### config.mk
export PLATFORM = sky130hd
export DESIGN_NAME = mem_bus_arbiter
export DESIGN_NICKNAME = d
export VERILOG_FILES = /design/src/rtl/mem_bus_arbiter.sv
export SDC_FILE = /design/constraint.sdc
export NUM_CORES = 1
export LEC_CHECK = 0
export ABC_CLOCK_PERIOD_IN_PS = 2050
export BUFFER_PORTS_ARGS = -buffer_cell sky130_fd_sc_hd__buf_2
export CELL_PAD_IN_SITES_DETAIL_PLACEMENT = 0
export CELL_PAD_IN_SITES_GLOBAL_PLACEMENT = 2
export CORE_MARGIN = 3
export CORE_UTILIZATION = 27
export CTS_CLUSTER_SIZE = 14
export DETAILED_ROUTE_END_ITERATION = 16
export PLACE_DENSITY = 0.85
export SLEW_MARGIN = 40
export SYNTH_ARGS = -nofsm -noshare
export SYNTH_HDL_FRONTEND = slang
export SYNTH_SLANG_ARGS = --single-unit
### constraint.sdc
create_clock -name clk -period 2.05 [get_ports clk]
set_input_delay 0.41 -clock clk [delete_from_list [all_inputs] [get_ports clk]]
set_output_delay 0.41 -clock clk [all_outputs]
set_load 0.02 [all_outputs]
### src/rtl/mem_bus_arbiter.sv
// Two-master round-robin arbiter for the byte-wide memory bus, with a ready
// timeout so a dead slave cannot stall a requester forever.
module mem_bus_arbiter #(
  parameter int unsigned AW      = 32,
  parameter int unsigned DW      = 8,
  parameter int unsigned TIMEOUT = 64
) (
  input  logic          clk,
  input  logic          rst,
  input  logic          m0_read,
  input  logic          m0_write,
  input  logic [AW-1:0] m0_addr,
  input  logic [DW-1:0] m0_wdata,
  output logic [DW-1:0] m0_rdata,
  output logic          m0_ready,
  output logic          m0_err,
  input  logic          m1_read,
  input  logic          m1_write,
  input  logic [AW-1:0] m1_addr,
  input  logic [DW-1:0] m1_wdata,
  output logic [DW-1:0] m1_rdata,
  output logic          m1_ready,
  output logic          m1_err,
  output logic          s_read,
  output logic          s_write,
  output logic [AW-1:0] s_addr,
  output logic [DW-1:0] s_wdata,
  input  logic [DW-1:0] s_rdata,
  input  logic          s_ready,
  output logic [1:0]    grant,
  output logic          busy
);

  // A disabled timeout still needs a legal (1-bit) counter.
  localparam int unsigned TW = (TIMEOUT > 0) ? $clog2(TIMEOUT + 1) : 1;
  localparam logic [TW-1:0] TimerLast = TW'(TIMEOUT - 1);

  typedef enum logic [1:0] {StIdle, StAccess, StDone} state_e;

  state_e        state_q, state_d;
  logic          prio_q, prio_d;
  logic          sel_q, sel_d;
  logic          op_q, op_d;  // 1 = write
  logic          err_q, err_d;
  logic [AW-1:0] addr_q, addr_d;
  logic [DW-1:0] wdata_q, wdata_d;
  logic [DW-1:0] rdata_q, rdata_d;
  logic [TW-1:0] timer_q, timer_d;

  logic req0, req1;
  assign req0 = m0_read | m0_write;
  assign req1 = m1_read | m1_write;

  always_ff @(posedge clk or negedge rst) begin
    if (!rst) begin
      state_q <= StIdle;
      prio_q  <= 1'b0;
      sel_q   <= 1'b0;
      op_q    <= 1'b0;
      err_q   <= 1'b0;
      addr_q  <= '0;
      wdata_q <= '0;
      rdata_q <= '0;
      timer_q <= '0;
    end else begin
      state_q <= state_d;
      prio_q  <= prio_d;
      sel_q   <= sel_d;
      op_q    <= op_d;
      err_q   <= err_d;
      addr_q  <= addr_d;
      wdata_q <= wdata_d;
      rdata_q <= rdata_d;
      timer_q <= timer_d;
    end
  end

  always_comb begin
    logic win;
    win     = 1'b0;
    state_d = state_q;
    prio_d  = prio_q;
    sel_d   = sel_q;
    op_d    = op_q;
    err_d   = err_q;
    addr_d  = addr_q;
    wdata_d = wdata_q;
    rdata_d = rdata_q;
    timer_d = timer_q;
    unique case (state_q)
      StIdle: begin
        if (req0 || req1) begin
          win     = (req0 && req1) ? prio_q : req1;
          sel_d   = win;
          addr_d  = win ? m1_addr : m0_addr;
          wdata_d = win ? m1_wdata : m0_wdata;
          op_d    = win ? m1_write : m0_write;
          timer_d = '0;
          state_d = StAccess;
        end
      end
      StAccess: begin
        timer_d = timer_q + 1'b1;
        if (s_ready) begin
          if (!op_q) rdata_d = s_rdata;
          err_d   = 1'b0;
          state_d = StDone;
        end else if (TIMEOUT != 0 && timer_q == TimerLast) begin
          rdata_d = '1;
          err_d   = 1'b1;
          state_d = StDone;
        end
      end
      StDone: begin
        prio_d  = ~sel_q;
        state_d = StIdle;
      end
      default: state_d = StIdle;
    endcase
  end

  logic in_access, in_done;
  assign in_access = (state_q == StAccess);
  assign in_done   = (state_q == StDone);

  assign s_read  = in_access & ~op_q;
  assign s_write = in_access & op_q;
  assign s_addr  = in_access ? addr_q : '0;
  assign s_wdata = in_access ? wdata_q : '0;

  assign busy  = in_access | in_done;
  assign grant = busy ? {sel_q, ~sel_q} : 2'b00;

  assign m0_ready = in_done & ~sel_q;
  assign m1_ready = in_done & sel_q;
  assign m0_err   = m0_ready & err_q;
  assign m1_err   = m1_ready & err_q;
  assign m0_rdata = ~sel_q ? rdata_q : '0;
  assign m1_rdata = sel_q ? rdata_q : '0;

endmodule

==> results.tsv <==
metric	value	unit
Vert. Die Dim	118	um
Async SR Flop Fraction	100	%
Worst Setup Start Kind	flop	
H-Tree Level Count	3	
part of the Yosys area used for sequential elements	45.0	%
met3 wire len	497	um
top post-synthesis cells by area	dfrtp_1 (45%), mux2i_1 (12%), and2_1 (9.8%)	
HPWL Detailed	6.67	mm
clk slew on worst S/H paths	50	ps
CTS buffer count	9	
Slew @ Worst Pin	576	ps
YS warnings	0	
mux share of post-synthesis cell area	12.8	%
CP max FO	17	
setup violators final	0	
f_max	515	MHz
vias in the first global route	2992	
initial drt markers	93	
top cell type's share of synthesized area	45.0	%
core area	12200	um^2
gpl congestion	0.738	
fin area	4770	um^2
Stages on worst setup path	5	
All-Layer GR Usage	12.7	%
post-DR vias/cell	4.33	
share of layout cells above drive strength 1	39.0	%
Post-Syn Nets	450	
leading area contributor after synthesis	dfrtp_1	
status	finished, final reports clean	
sequential power share	29.5	%
Horiz. Die Dim	118	um
Clock Path Buffers	2	
slew margin rel.	61.6	%
Final Slew Violations	0	
compound-gate portion of the synthesized area	14.3	%
maximum VDD drop	647	uV
# IOs	160	
main combinational cell family by area after synthesis	simple AND/OR/NAND/NOR gates	
CP cell instances	inv_2 -> ha_4 -> buf_6 -> and2_1 -> buf_2	
CP delay by family, top	buffers and inverters	
# rows	40	
full die area	13900	um^2
Root Driver	clkbuf_16	
hold crit path type	in -> async	
largest net degree at the start of global routing	62	
adder-cell share of the synthesized area	2.21	%
initial antenna violation count	0	
synth unique cells	38	
post-route ant nets	0	
most frequent cell after synthesis	dfrtp_1	
clock latency on the worst-skew pair	320	ps
drt first pass iters	4	
Max-cap violations	0	
fraction of the mapped netlist area in simple logic gates	20.1	%
Post-synth top cells	dfrtp_1 (61), and2_1 (53), nand2_1 (48)	
grt ovf	0	
Post-Synthesis Cells	349	
Cell Area, Synth	3390	um^2
placed cells	667	
vias	2954	
nets@finish	613	
Main synth FF type	dfrtp_1	
uppermost routed layer	met4	
number of synthesized flops with an enable pin	0	
critical path required time	1640	ps
Clock power frac	20.2	%
Slowest-stage cell, CP	dfrtp_1	
Post-Layout Cell Count	683	
NetSw	2.97	mW
internal power	4.30	mW
Routed WL per cell	12.9	um
syn_area_per_cell	9.71	um^2
Comb pwr share	50.4	%
minimum clock period	1940	ps
initial core utilization	27.9	%
critical path type	reg -> out	
CTS tree	yes	
Post-Synth XOR/XNOR Area	0.517	%
#FFs+latches synth	61	
Layout area overhead	40.7	%
CP bufs+invs	3	
CP Data Arrival Time	1530	ps
DRT met1 WL	3.99	mm
DRT Wirelength	8.79	mm
Placed Instance Area	4440	um^2
final hold violation count	0	
clock sinks	61	
WL met2	4.21	mm
DRC Markers	0	
first-pass GRT wire length	14.5	mm
Port-buffer cells	159	
power per cell area	1520	nW/um^2
Worst Skew	6.91	ps
period utilization	94.8	%
ANT cells	0	
Register-to-Register Path Depth	5	
Pleak	2.51	nW
critical path endpoint category	primary output	
Net Sw Frac	40.8	%
slowest stage delay, CP	410	ps
layout by cell type, fill, tap and decap left out, drive strengths merged, types with 2 or more instances in the layout:
cell type / count
buf: 175
nor2: 8
clkinvlp: 2
clkbuf: 10
and2: 53
a21oi: 4
mux2i: 40
mux2: 3
a21o: 3
clkinv: 2
a22o: 2
nand2b: 3
nor2b: 9
o21ai: 47
a211oi: 3
o22ai: 9
ha: 6
dfrtp: 61
xnor2: 2
inv: 5
a2bb2oi: 8
nand2: 48
metrics by stage:
step / TNS (ps) / power, mW / hold slack [ps] / util, % / setup WS [ps]
6_report: 0 / 7.27 / 98.9 / 39.2 / 107
3_5_place_dp: 0 / 5.80 / 454 / 36.5 / 220
5_1_grt: -2.08 / 7.87 / 120 / 39.2 / -1.57
2_1_floorplan: 0 / 4.62 / 114 / - / 291
3_3_place_gp: 0 / 5.69 / 454 / 36.5 / 268
4_1_cts: 0 / 7.32 / 117 / 38.9 / 13.8
power groups by stage:
stage / Combinational [mW] / Clock (mW) / Sequential (mW)
floorplan: 2.61 / 0 / 2.00
global placement: 3.55 / 0 / 2.14
detailed placement: 3.65 / 0 / 2.15
CTS: 3.66 / 1.52 / 2.14
global route: 4.07 / 1.57 / 2.24
finish: 3.66 / 1.47 / 2.14
worst paths after layout:
path | startpoint | end | slack (ps)
min | rst | prio_q | 100
max in group asynchronous | rst | state_q[0] | 1660
min in group clk | m1_addr[28] | addr_q[28] | 380
max reg2reg | timer_q[0] | rdata_q[5] | 300
max | state_q[1] | s_addr[22] | 110
min reg2reg | addr_q[14] | addr_q[14] | 470
area by class of cell:
type                       instances  area [um^2]
clock buffer                      10          239
clock inverter                     4         50.0
fill                            1254         7390
inverter                           6         22.5
multi-input combinational        259         1710
sequential                        61         1530
tap                              168          210
timing repair buffer             175         1010
cell families (layout without fill, tap and decap cells):
logic type,after synthesis,count (layout)
simple gates,128,128
mux,43,43
flops,61,61
fa+ha+maj,6,6
compound gates,80,80
buf+inv,29,195
xor+xnor,2,2
timing repair:
item	CTS	global route
gates cloned	0	0
hold endpoints to repair	0	0
setup buffers	0	2
hold buffers	0	0
resized for setup	3	6
setup endpoints to repair	42	43
sequential cells by signal, indices dropped and copies added (netlist names):
signal   count
rdata_q      8
timer_q      7
sel_q        1
err_q        1
state_q      2
prio_q       1
op_q         1
wdata_q      8
addr_q      32
layer usage:
| metal | track usage, % | vias to the layer above |
|---|---|---|
| met5 | 0 | - |
| met4 | 3.81 | 0 |
| met3 | 3.56 | 7 |
| met2 | 20.9 | 90 |
| met1 | 16.3 | 1334 |
| li1 | - | 1523 |
Note: power is estimated with default switching activity, not from simulation.
